===== config.mk =====
export PLATFORM = sky130hd
export DESIGN_NAME = hazard_ctrl
export DESIGN_NICKNAME = d
export VERILOG_FILES = /design/src/rtl/hazard_ctrl.sv
export SDC_FILE = /design/constraint.sdc
export NUM_CORES = 1
export LEC_CHECK = 0
export CAP_MARGIN = 40
export CORE_ASPECT_RATIO = 1.5
export CORE_UTILIZATION = 53
export DETAILED_ROUTE_END_ITERATION = 8
export PLACE_DENSITY = 0.86
export SYNTH_ARGS = -nofsm -noshare
export SYNTH_HDL_FRONTEND = slang
export SYNTH_SLANG_ARGS = --single-unit

===== constraint.sdc =====
create_clock -name clk -period 6.4 [get_ports clk]
set_input_delay 0.64 -clock clk [delete_from_list [all_inputs] [get_ports clk]]
set_output_delay 0.64 -clock clk [all_outputs]
set_load 0.03 [all_outputs]

===== src/rtl/hazard_ctrl.sv =====
// rtl/hazard_ctrl.sv - pipeline stall/flush sequencer with saturating perf counters
// Resolves load-use, branch-operand, taken-branch and mul/div occupancy hazards.
module hazard_ctrl #(
  parameter int MD_LATENCY = 4,
  parameter int CNT_W      = 32
) (
  input  logic             clk,
  input  logic             reset,
  input  logic [4:0]       IF_ID_Rs,
  input  logic [4:0]       IF_ID_Rt,
  input  logic             IF_ID_UsesRt,
  input  logic             IF_ID_IsBranch,
  input  logic             BranchTaken,
  input  logic [4:0]       ID_EX_WriteReg,
  input  logic             ID_EX_RegWrite,
  input  logic             ID_EX_MemRead,
  input  logic             ID_EX_MulDiv,
  output logic             PCWrite,
  output logic             IF_IDWrite,
  output logic             Branch,
  output logic             ID_EXWrite,
  output logic             ID_EXBubble,
  output logic             EX_MEMBubble,
  output logic [CNT_W-1:0] stall_cycles,
  output logic [CNT_W-1:0] flush_count
);

  typedef enum logic [1:0] {RUN, BR_HOLD, MD_WAIT} state_t;

  localparam logic [3:0] MD_INIT = 4'(MD_LATENCY - 1);

  state_t     state, state_nxt;
  logic [3:0] md_cnt, md_cnt_nxt;
  logic       dep, md_entry, md_busy;

  assign dep = (ID_EX_WriteReg != 5'd0) &&
               ((ID_EX_WriteReg == IF_ID_Rs) ||
                (IF_ID_UsesRt && (ID_EX_WriteReg == IF_ID_Rt)));

  // The release cycle of MD_WAIT falls through to the RUN rules with MulDiv masked.
  assign md_entry = (state == RUN) && ID_EX_MulDiv;
  assign md_busy  = (state == MD_WAIT) && (md_cnt > 4'd1);

  always_comb begin
    PCWrite      = 1'b1;
    IF_IDWrite   = 1'b1;
    Branch       = 1'b0;
    ID_EXWrite   = 1'b1;
    ID_EXBubble  = 1'b0;
    EX_MEMBubble = 1'b0;
    state_nxt    = state;
    md_cnt_nxt   = md_cnt;
    if (reset) begin
      PCWrite      = 1'b0;
      IF_IDWrite   = 1'b0;
      ID_EXWrite   = 1'b0;
      ID_EXBubble  = 1'b1;
      EX_MEMBubble = 1'b1;
      state_nxt    = RUN;
      md_cnt_nxt   = 4'd0;
    end else if (state == BR_HOLD) begin
      PCWrite     = 1'b0;
      IF_IDWrite  = 1'b0;
      ID_EXBubble = 1'b1;
      state_nxt   = RUN;
    end else if (md_entry || md_busy) begin
      PCWrite      = 1'b0;
      IF_IDWrite   = 1'b0;
      ID_EXWrite   = 1'b0;
      EX_MEMBubble = 1'b1;
      md_cnt_nxt   = md_entry ? MD_INIT : (md_cnt - 4'd1);
      state_nxt    = MD_WAIT;
    end else begin
      state_nxt  = RUN;
      md_cnt_nxt = 4'd0;
      if (ID_EX_MemRead && dep) begin
        PCWrite     = 1'b0;
        IF_IDWrite  = 1'b0;
        ID_EXBubble = 1'b1;
        if (IF_ID_IsBranch) state_nxt = BR_HOLD;
      end else if (IF_ID_IsBranch && ID_EX_RegWrite && dep) begin
        PCWrite     = 1'b0;
        IF_IDWrite  = 1'b0;
        ID_EXBubble = 1'b1;
      end else if (BranchTaken) begin
        Branch = 1'b1;
      end
    end
  end

  always_ff @(posedge clk or posedge reset) begin
    if (reset) begin
      state        <= RUN;
      md_cnt       <= 4'd0;
      stall_cycles <= '0;
      flush_count  <= '0;
    end else begin
      state  <= state_nxt;
      md_cnt <= md_cnt_nxt;
      if (!PCWrite && (stall_cycles != '1)) stall_cycles <= stall_cycles + 1'b1;
      if (Branch && (flush_count != '1)) flush_count <= flush_count + 1'b1;
    end
  end

endmodule


==> flow_summary_export.csv <==
group,metric,value,unit
route,drc_errors,0,
logic_synthesis,ys.warnings.count,0,
run,cap_violations,0,
critical_path,cp_max_fo,8,
critical_path,crit_start,"ID_EX_WriteReg[1]",
power_and_ir_drop,ir_drop,0.1758,mV
timing,fin_worst_skew,7.825,ps
logic_synthesis,netlist_area,3621,um2
hold_path,min_from,"flush_count[18]",
place,pre_cts_slack,2773,ps
clock_network,clkTransAtPathRegs,80,ps
critical_path,regToRegStartpoint,"md_cnt[0]",
timing,drv_slew,0,
clock_network,cts.path.max_buffers,2,
grt,grt_max_degree,70,
finish,final_area,4845,um2
logic_synthesis,yosys_register_bits,70,
route,avgRoutedWirePerCell,16.44,um
timing,fmax,276.6,MHz
critical_path,end_kind,"output pin",
place,place_inst,505,
floorplanning,num_rows,36,
clock_network,cts_tree,"yes",
clock_network,ctsHoldBuffers,0,
floorplanning,die_h,103.2,um
critical_path,critical-path-max-stage-delay,670,ps
clock_network,numCtsBuffers,9,
route,drtIter0Drc,141,
finish,fin_util,74.18,%
floorplanning,dieArea,7173,um2
status,status,"finished clean",
logic_synthesis,syn_nets,370,
floorplanning,die_w,69.49,um
timing,rsz0062_at_grt,"false",
grt,grt_overflow,0,
timing,setup_viol_count_final,0,
clock_network,htree_levels,3,
grt,grt_use_total,25.12,%
timing,slew-limit-headroom,48.95,%
clock_network,root_buffer,"clkbuf_8",
critical_path,cp.depth,7,
hold_path,whs_path_depth,1,
timing,hold_viol_final,0,
grt,grt_pass1_vias,3049,
clock_network,clkSinkCount,70,
route,finalWirelength,8564,um
clock_network,post-cts-setup-buffers,0,
logic_synthesis,synth_cells,343,
timing,fin_crit,3615,ps
power_and_ir_drop,swShare,31.74,%
floorplanning,io_pins,93,
floorplanning,initial_core_util,55.44,%
timing,period_share,56.49,%
clock_network,worstSkewPairLatency,350,ps
power_and_ir_drop,p_clk_share,33.2,%
timing,setup_tns,0,ps
power_and_ir_drop,comb_power_share,23.0,%
finish,drive_gt1_share,10.11,%
finish,final_cell_count_no_fill,521,
hold_path,min_path_type,"flop to flop",
finish,syn_to_final_growth,33.79,%
critical_path,cp-start-kind,"input pin",
critical_path,cpMostUsedCell,"clkdlybuf4s50_1",
critical_path,required,5760,ps
power_and_ir_drop,power.leakage,2.081,nW
logic_synthesis,netlist-cell-type-count,42,
critical_path,crit_family,"buffers and inverters",
critical_path,reg2regPathDepth,8,
place,dp_hpwl,6179,um
place,io_buffers,92,
finish,diodes,0,
grt,antenna_found_initial,0,
place,routabilityCongestion,0.8844,
timing,setup_ws,2785,ps
critical_path,path_buf_inv,2,
route,vias_per_cell,5.722,
power_and_ir_drop,powerDensity,254.5,nW/um2
place,dpl-instance-area,4612,um2
logic_synthesis,ys_seq_area_share,48.38,%
route,drt-pass1-iter-count,4,
power_and_ir_drop,power_switching,0.3913,mW
power_and_ir_drop,internal-power,0.8417,mW
critical_path,slowest_stage,"clkdlybuf4s50_1",
power_and_ir_drop,seq_power_share,43.7,%
route,via_count,2981,
finish,final_nets,467,
finish,n_fill_cell,483,
timing,tightest_slew,763.4,ps
clock_network,cts_resized,0,
logic_synthesis,syn_avg_cell_area,10.56,um2
floorplanning,coreArea,6531,um2
critical_path,path_cells,"clkdlybuf4s50_1, or4_1, nor2_1, or2_2, o22a_4, and2_1, clkdlybuf4s50_1",
route,drtAntennaViolNets,0,
critical_path,path_class,"input pin to output pin",
grt,grt_pass1_wl,13970,um
critical_path,arrival,2980,ps
per-stage QoR:
step	hold WS [ps]	total power, mW
final	489.0	1.233
after global routing	526.0	1.286
after CTS	495.0	1.243
after detailed placement	475.6	0.8320
after global placement	478.5	0.8210
after floorplan	528.0	0.7069
sequential cells by signal (all words and copies together) (netlist names):
register      flops
flush_count      32
stall_cycles     32
md_cnt            4
state             2
power groups by stage:
stage                     logic (mW)  registers [mW]  clock network [mW]
final                          0.284           0.539               0.410
after detailed placement       0.286           0.546                   0
after global routing           0.305           0.546               0.436
after CTS                      0.288           0.539               0.417
after global placement         0.275           0.546                   0
after floorplan                0.106           0.601                   0
cell usage after synthesis (all sizes together):
cell	instances	area, um2
or2	4	25.02
xor2	30	262.8
or3	1	6.260
or4	1	7.510
o211ai	1	12.51
nor3b	2	20.02
o22a	1	17.52
inv	9	33.78
nor3	13	95.09
buf	5	48.79
o211a	1	10.01
a31o	1	8.760
nand2	30	112.6
a22oi	2	15.01
and2	5	31.28
ha	4	50.05
nor4b	1	15.01
a32oi	1	8.760
o21ai	6	33.78
nand4	26	177.7
and4	8	70.07
a21oi	5	28.78
nand2b	2	12.51
nand3b	1	7.510
dfrtp	70	1752
nor4	9	56.30
nand3	25	155.2
nand4b	1	8.760
and3	8	50.05
xnor2	43	384.1
nor2	24	92.59
clkbuf	3	11.26
layer usage:
layer / vias up / GRT usage [%] / routed length, um / share of wire, %
met5: - / 0 / 0 / 0
met4: 0 / 11.62 / 160 / 1.9
met3: 16 / 6.880 / 399 / 4.7
met2: 85 / 45.78 / 4723 / 55
met1: 1479 / 27.28 / 3281 / 38
li1: 1401 / - / - / -
path summary, 6_finish.rpt:
check,slack (ps),to
max in group asynchronous,5090,flush_count[10]
setup / recovery,2780,Branch
hold reg to reg,490,flush_count[18]
hold / removal,490,flush_count[18]
min in group asynchronous,800,md_cnt[3]
setup reg to reg,3820,flush_count[9]
cell type report:
type,instances,area [um2],area share (%)
multi-input cells,256,1775,36.65
flip-flops and latches,70,1752,36.16
repair buffers,94,955.9,19.73
clock buffers,11,151.4,3.125
well taps,76,95.09,1.963
clock inverters,5,81.33,1.679
inverters,9,33.78,0.6973
layout by cell type (no fill, tap or decap), types with 8 or more instances in the layout:
cell             count
and3_1               8
and4_1               8
clkbuf_8            11
clkdlybuf4s50_1     92
dfrtp_1             70
inv_1                8
nand2_1             30
nand3_1             19
nand4_1             25
nor2_1              23
nor4_1               9
xnor2_1             42
xor2_1              30
cells by family (layout without fill, tap and decap cells):
logic type               Yosys count  count (layout)  share of synthesized area [%]
adder cells (fa/ha/maj)            4               4                          1.382
AO/OA/AOI/OAI                     18              18                          3.732
XOR/XNOR                          73              73                          17.86
AND/OR/NAND/NOR                  161             161                          26.05
buffers and inverters             17             119                          2.591
flip-flops                        70              70                          48.38
No activity file was read; power rests on OpenSTA's default activity.
